`config.mk`:
```
export PLATFORM = sky130hd
export DESIGN_NAME = garage_input_cond_flat
export DESIGN_NICKNAME = d
export VERILOG_FILES = /design/src/rtl/garage_input_cond_if.sv /design/src/rtl/garage_input_cond.sv /design/src/flat_wrapper.sv
export SDC_FILE = /design/constraint.sdc
export NUM_CORES = 1
export LEC_CHECK = 0
export BUFFER_PORTS_ARGS = -buffer_cell sky130_fd_sc_hd__buf_2
export CAP_MARGIN = 20
export CORE_MARGIN = 4
export CORE_UTILIZATION = 43
export CTS_BUF_LIST = sky130_fd_sc_hd__clkbuf_4 sky130_fd_sc_hd__clkbuf_8
export DETAILED_ROUTE_END_ITERATION = 8
export HOLD_SLACK_MARGIN = 0.12
export PLACE_DENSITY = 0.56
export SYNTH_ARGS = -nofsm -noshare
export SYNTH_HDL_FRONTEND = slang
export SYNTH_SLANG_ARGS = --single-unit
```
`constraint.sdc`:
```
create_clock -name clk -period 2.35 [get_ports clk]
set_clock_uncertainty 0.1 [all_clocks]
set_input_delay 0.1175 -clock clk [delete_from_list [all_inputs] [get_ports clk]]
set_output_delay 0.1175 -clock clk [all_outputs]
set_load 0.01 [all_outputs]
```
`src/rtl/garage_input_cond_if.sv`:
```
// Signal bundle between the raw wall inputs and the garage door motor controller.
// The raw-input source holds the master side; the conditioning stage holds the slave side.
interface garage_input_cond_if;
    logic btn_raw;
    logic up_sw_raw;
    logic dn_sw_raw;
    logic activate;
    logic up_max;
    logic dn_max;
    logic sw_fault;

    modport master (
        output btn_raw, up_sw_raw, dn_sw_raw,
        input  activate, up_max, dn_max, sw_fault
    );

    modport slave (
        input  btn_raw, up_sw_raw, dn_sw_raw,
        output activate, up_max, dn_max, sw_fault
    );
endinterface

```
`src/rtl/garage_input_cond.sv`:
```
// Synchronises and debounces the wall button and both limit switches, turns each clean
// press into a single activate pulse with re-trigger lockout, and latches a both-limits fault.
module garage_input_cond #(
    parameter int DB_CYCLES      = 4,
    parameter int LOCKOUT_CYCLES = 16,
    parameter int CNT_W          = 8
) (
    input  logic                  clk,
    input  logic                  rst,
    garage_input_cond_if.slave    bus
);
    localparam int BTN = 0;
    localparam int UP  = 1;
    localparam int DN  = 2;

    typedef enum logic [1:0] {IDLE, PRESSED, LOCKOUT} state_t;

    logic [2:0]       raw;
    logic [2:0]       sync1;
    logic [2:0]       sync2;
    logic [2:0]       stable;
    logic [2:0]       lvl;
    logic [CNT_W-1:0] db_cnt [3];
    logic             btn_lvl_d;
    logic             btn_rise;

    state_t           state;
    state_t           state_next;
    logic [CNT_W-1:0] lock_cnt;
    logic [CNT_W-1:0] lock_cnt_next;
    logic             fire;
    logic             activate_q;
    logic             fault_q;

    assign raw = {bus.dn_sw_raw, bus.up_sw_raw, bus.btn_raw};

    // Three identical channels: two-flop synchroniser, debounce counter, registered level.
    always_ff @(posedge clk) begin
        if (rst) begin
            sync1     <= '0;
            sync2     <= '0;
            stable    <= '0;
            lvl       <= '0;
            btn_lvl_d <= 1'b0;
            // NOTE: the counter array is a handful of flops, not a RAM, so it is cleared
            // explicitly; a reset must abort any debounce already in progress.
            for (int i = 0; i < 3; i++) db_cnt[i] <= '0;
        end else begin
            // NOTE: non-blocking assignments so every flop samples the pre-edge values;
            // blocking here would collapse the synchroniser into a single stage.
            sync1     <= raw;
            sync2     <= sync1;
            lvl       <= stable;
            btn_lvl_d <= lvl[BTN];
            for (int i = 0; i < 3; i++) begin
                if (sync2[i] == stable[i]) begin
                    db_cnt[i] <= '0;
                end else if (db_cnt[i] + CNT_W'(1) == CNT_W'(DB_CYCLES)) begin
                    stable[i] <= sync2[i];
                    db_cnt[i] <= '0;
                end else begin
                    db_cnt[i] <= db_cnt[i] + CNT_W'(1);
                end
            end
        end
    end

    assign btn_rise = lvl[BTN] & ~btn_lvl_d;

    always_ff @(posedge clk) begin
        if (rst) begin
            state      <= IDLE;
            lock_cnt   <= '0;
            activate_q <= 1'b0;
            fault_q    <= 1'b0;
        end else begin
            state      <= state_next;
            lock_cnt   <= lock_cnt_next;
            activate_q <= fire;
            fault_q    <= fault_q | (stable[UP] & stable[DN]);
        end
    end

    always_comb begin
        // NOTE: defaults first so every path assigns both outputs and no latch is inferred.
        state_next    = state;
        lock_cnt_next = lock_cnt;
        if (fault_q) begin
            state_next    = IDLE;
            lock_cnt_next = '0;
        end else begin
            unique case (state)
                IDLE: begin
                    if (btn_rise) state_next = PRESSED;
                end
                PRESSED: begin
                    if (!lvl[BTN]) begin
                        if (LOCKOUT_CYCLES == 0) begin
                            state_next = IDLE;
                        end else begin
                            state_next    = LOCKOUT;
                            lock_cnt_next = CNT_W'(LOCKOUT_CYCLES);
                        end
                    end
                end
                LOCKOUT: begin
                    if (lock_cnt <= CNT_W'(1)) begin
                        state_next    = IDLE;
                        lock_cnt_next = '0;
                    end else begin
                        lock_cnt_next = lock_cnt - CNT_W'(1);
                    end
                end
                default: state_next = IDLE;
            endcase
        end
    end

    always_comb begin
        fire = (state == IDLE) && btn_rise && !fault_q;
    end

    // A latched fault pins both limits high so the motor halts in either direction.
    assign bus.activate = activate_q & ~fault_q;
    assign bus.up_max   = lvl[UP] | fault_q;
    assign bus.dn_max   = lvl[DN] | fault_q;
    assign bus.sw_fault = fault_q;
endmodule

```
`src/flat_wrapper.sv`:
```
// flat-port wrapper written by rule: the top's interface ports become plain ports
module garage_input_cond_flat 
#(
    parameter int DB_CYCLES      = 4,
    parameter int LOCKOUT_CYCLES = 16,
    parameter int CNT_W          = 8
)
  (clk, rst, bus_btn_raw, bus_up_sw_raw, bus_dn_sw_raw, bus_activate, bus_up_max, bus_dn_max, bus_sw_fault);
  garage_input_cond_if bus_i ();
  input  logic clk;
  input  logic rst;
  input wire logic [$bits(bus_i.btn_raw)-1:0] bus_btn_raw;
  input wire logic [$bits(bus_i.up_sw_raw)-1:0] bus_up_sw_raw;
  input wire logic [$bits(bus_i.dn_sw_raw)-1:0] bus_dn_sw_raw;
  output wire logic [$bits(bus_i.activate)-1:0] bus_activate;
  output wire logic [$bits(bus_i.up_max)-1:0] bus_up_max;
  output wire logic [$bits(bus_i.dn_max)-1:0] bus_dn_max;
  output wire logic [$bits(bus_i.sw_fault)-1:0] bus_sw_fault;
  assign bus_i.btn_raw = bus_btn_raw;
  assign bus_i.up_sw_raw = bus_up_sw_raw;
  assign bus_i.dn_sw_raw = bus_dn_sw_raw;
  assign bus_activate = bus_i.activate;
  assign bus_up_max = bus_i.up_max;
  assign bus_dn_max = bus_i.dn_max;
  assign bus_sw_fault = bus_i.sw_fault;
  garage_input_cond #(.DB_CYCLES(DB_CYCLES), .LOCKOUT_CYCLES(LOCKOUT_CYCLES), .CNT_W(CNT_W)) u_core (.clk(clk), .rst(rst), .bus(bus_i));
endmodule
```
==> impl_metrics.json <==
{
  "overflow": 0,
  "die-area_um2": 6900,
  "fill_cells": 521,
  "die_h_um": 83.1,
  "p_leak_nw": 1.10,
  "post-place-cells": 334,
  "worstPathRequired_ns": 2.29,
  "multi_input_area_um2": 1230,
  "initial_core_util_pct": 44.3,
  "cpMaxStageDelayCell": "edfxtp_1",
  "setup_ws_ns": 0.208,
  "cp_top_family": "compound AO/OA/AOI/OAI gates",
  "synth-simple-area-share_pct": 26.1,
  "finalPower_mw": 1.49,
  "crit_path_end_kind": "flop",
  "synth-seq-cells": 49,
  "clk_pin_slew_ns": 0.09,
  "grt.busiest_layer": "met2",
  "synthDistinctLibCells": 46,
  "totalWireLength_um": 3680,
  "ys.flop_type": "dfxtp_1",
  "core_area_um2": 5470,
  "timing.setup.critical_path_class": "reg -> reg",
  "synth_compound_area_share_pct": 6.10,
  "syn_area_um2": 2420,
  "use_met3_pct": 3.47,
  "seqCellArea_um2": 1220,
  "grtUsageMet1_pct": 15.7,
  "post-dp-hpwl_um": 2610,
  "wl_per_cell_um": 10.5,
  "areaGrowthSynthToFinish_pct": 14.9,
  "tns_ns": 0,
  "cts_tree": "done",
  "num_vias": 1597,
  "finalCritPeriodShare_pct": 91.2,
  "worstSetupStartpointType": "flop",
  "layout_common_cells": "38 x nor2_1, 25 x dfxtp_1, 24 x edfxtp_1, 24 x conb_1, 15 x nor2b_1",
  "cp.arrival_ns": 2.09,
  "cap_violations": 0,
  "slew_headroom_pct": 64.0,
  "slew_viol_final": 0,
  "fin_util_pct": 50.9,
  "final_cells": 349,
  "crit_fanout": 5,
  "max_freq_mhz": 467,
  "grt_first_pass_wirelength_um": 6870,
  "muxShareOfSynthArea_pct": 1.29,
  "ir_drop_mv": 0.380,
  "status": "completed",
  "dr.pass1.iters": 4,
  "grt_usage_pct": 12.0,
  "hold_viol": 0,
  "root_buffer": "clkbuf_8",
  "placed_cell_area_um2": 2620,
  "hp-class": "reg -> reg",
  "tightest_slew_ns": 0.535,
  "clockBufferDepth": 2,
  "cts_buffers": 5,
  "synth_xor_xnor_area_share_pct": 9.40,
  "pin_count": 9,
  "layout-drive-gt1-share_pct": 10.5,
  "yosysWarnings": 0,
  "avgSynthCellArea_um2": 10.4,
  "grt_max_degree": 19,
  "layout_commonest_cell": "nor2_1",
  "cpPeakStageDelay_ns": 0.45,
  "synthArstFlopShare_pct": 0,
  "gp_congestion": 0.749,
  "cts_max_level": 2,
  "final_area_um2": 2780,
  "cts_setup_buffers": 0,
  "syn_inst": 234,
  "crit_buf_inv": 0,
  "yosysSeqAreaShare_pct": 50.4,
  "clk_latency_ns": 0.29,
  "period_minus_slack_ns": 2.14,
  "vias_per_cell": 4.58,
  "port_buffers": 8,
  "whs_ns": 0.336,
  "synth-edff-count": 24,
  "grt_pass1_vias": 1568,
  "drc_errors": 0,
  "place_ws_ns": 0.132,
  "detail-route-antenna-nets": 0,
  "fin_nets": 288,
  "path_cells": "ha_1 > and3_1 > a311oi_1 > a31oi_2 > o41ai_4 > nor2_1",
  "die_x_um": 83.1,
  "grt_antenna_before_repair": 0,
  "n_antenna_cell": 0,
  "power_density_nw_per_um2": 535,
  "grt_util_met2_pct": 18.8,
  "cts.sinks": 49,
  "rows": 27,
  "synthAdderAreaFrac_pct": 3.62,
  "rsz0062_at_grt": "no",
  "synth_top_family_by_area": "simple AND/OR/NAND/NOR gates",
  "setup_viol": 0,
  "drt_iter0_markers": 45
}
==> synth_stat cells, types with 2 or more instances <==
| master | count | area (µm²) |
|---|---|---|
| nor2_1 | 38 | 143 |
| dfxtp_1 | 25 | 500 |
| edfxtp_1 | 24 | 721 |
| nor2b_1 | 15 | 93.8 |
| xnor2_1 | 13 | 114 |
| xor2_1 | 13 | 114 |
| inv_1 | 10 | 37.5 |
| nand2_1 | 10 | 37.5 |
| nand3_1 | 9 | 45.0 |
| ha_1 | 7 | 87.6 |
| nand2b_1 | 7 | 43.8 |
| a21oi_1 | 5 | 25.0 |
| nor3_1 | 4 | 20.0 |
| o21ai_0 | 4 | 20.0 |
| and2_1 | 3 | 18.8 |
| and3_1 | 3 | 18.8 |
| nand4_1 | 3 | 18.8 |
| nor4_1 | 3 | 18.8 |
| or2_2 | 3 | 18.8 |
| or3_1 | 3 | 18.8 |
| a31oi_1 | 2 | 12.5 |
| mux2i_1 | 2 | 20.0 |
| nand3b_1 | 2 | 15.0 |
| nor3b_1 | 2 | 15.0 |
| nor4_2 | 2 | 25.0 |
| nor4_4 | 2 | 42.5 |
==> final timing paths <==
kind	from	end	slack (ns)	depth (start not counted)
worst max-delay path	u_core.db_cnt[0][0]	u_core.db_cnt[0][3]	0.21	6
worst min-delay path	u_core.sync1[2]	u_core.sync2[2]	0.34	1
worst max register to register	u_core.db_cnt[0][0]	u_core.db_cnt[0][3]	0.21	6
worst min register to register	u_core.sync1[2]	u_core.sync2[2]	0.34	1
==> report_power, final <==
part / internal, mW / switching [mW] / leakage (nW)
Sequential: 0.917 / 0.0216 / 0.450
Clock: 0.201 / 0.266 / 0.0430
Combinational: 0.0391 / 0.0433 / 0.607
==> registers in the layout, summed over array words and instances (netlist names) <==
| register | flops |
|---|---|
| u_core.sync1 | 3 |
| u_core.btn_lvl_d | 1 |
| u_core.lock_cnt | 8 |
| u_core.sync2 | 3 |
| u_core.db_cnt | 24 |
| u_core.lvl | 3 |
| u_core.stable | 3 |
| u_core.bus.sw_fault | 1 |
| u_core.state | 2 |
| u_core.activate_q | 1 |
==> layout make-up <==
class | count | share of cell area [%]
clock inverter | 3 | 0.449
sequential | 49 | 43.9
tap | 72 | 3.24
multi-input combinational | 193 | 44.1
clock buffer | 5 | 2.47
inverter | 10 | 1.35
timing repair buffer | 17 | 4.49
==> per-layer routing <==
layer | share of wire, % | vias up
met5 | 0 | -
met4 | 1.8 | 0
met3 | 3.3 | 6
met2 | 43 | 18
met1 | 52 | 712
li1 | - | 861
==> cells by family after synthesis <==
group | Yosys count
buffers and inverters | 15
adders and majority gates | 7
other | 1
muxes | 3
and+or+nand+nor | 113
AOI/OAI and AO/OA | 20
DFF | 49
xor gates and xnor gates | 26
==> what timing repair did <==
item | CTS | global route
setup endpoints to repair | 0 | 4
hold buffers | 7 | 0
gates resized for setup | 0 | 1
hold endpoints to repair | 12 | 0
Note: power is estimated with default switching activity, not from simulation.
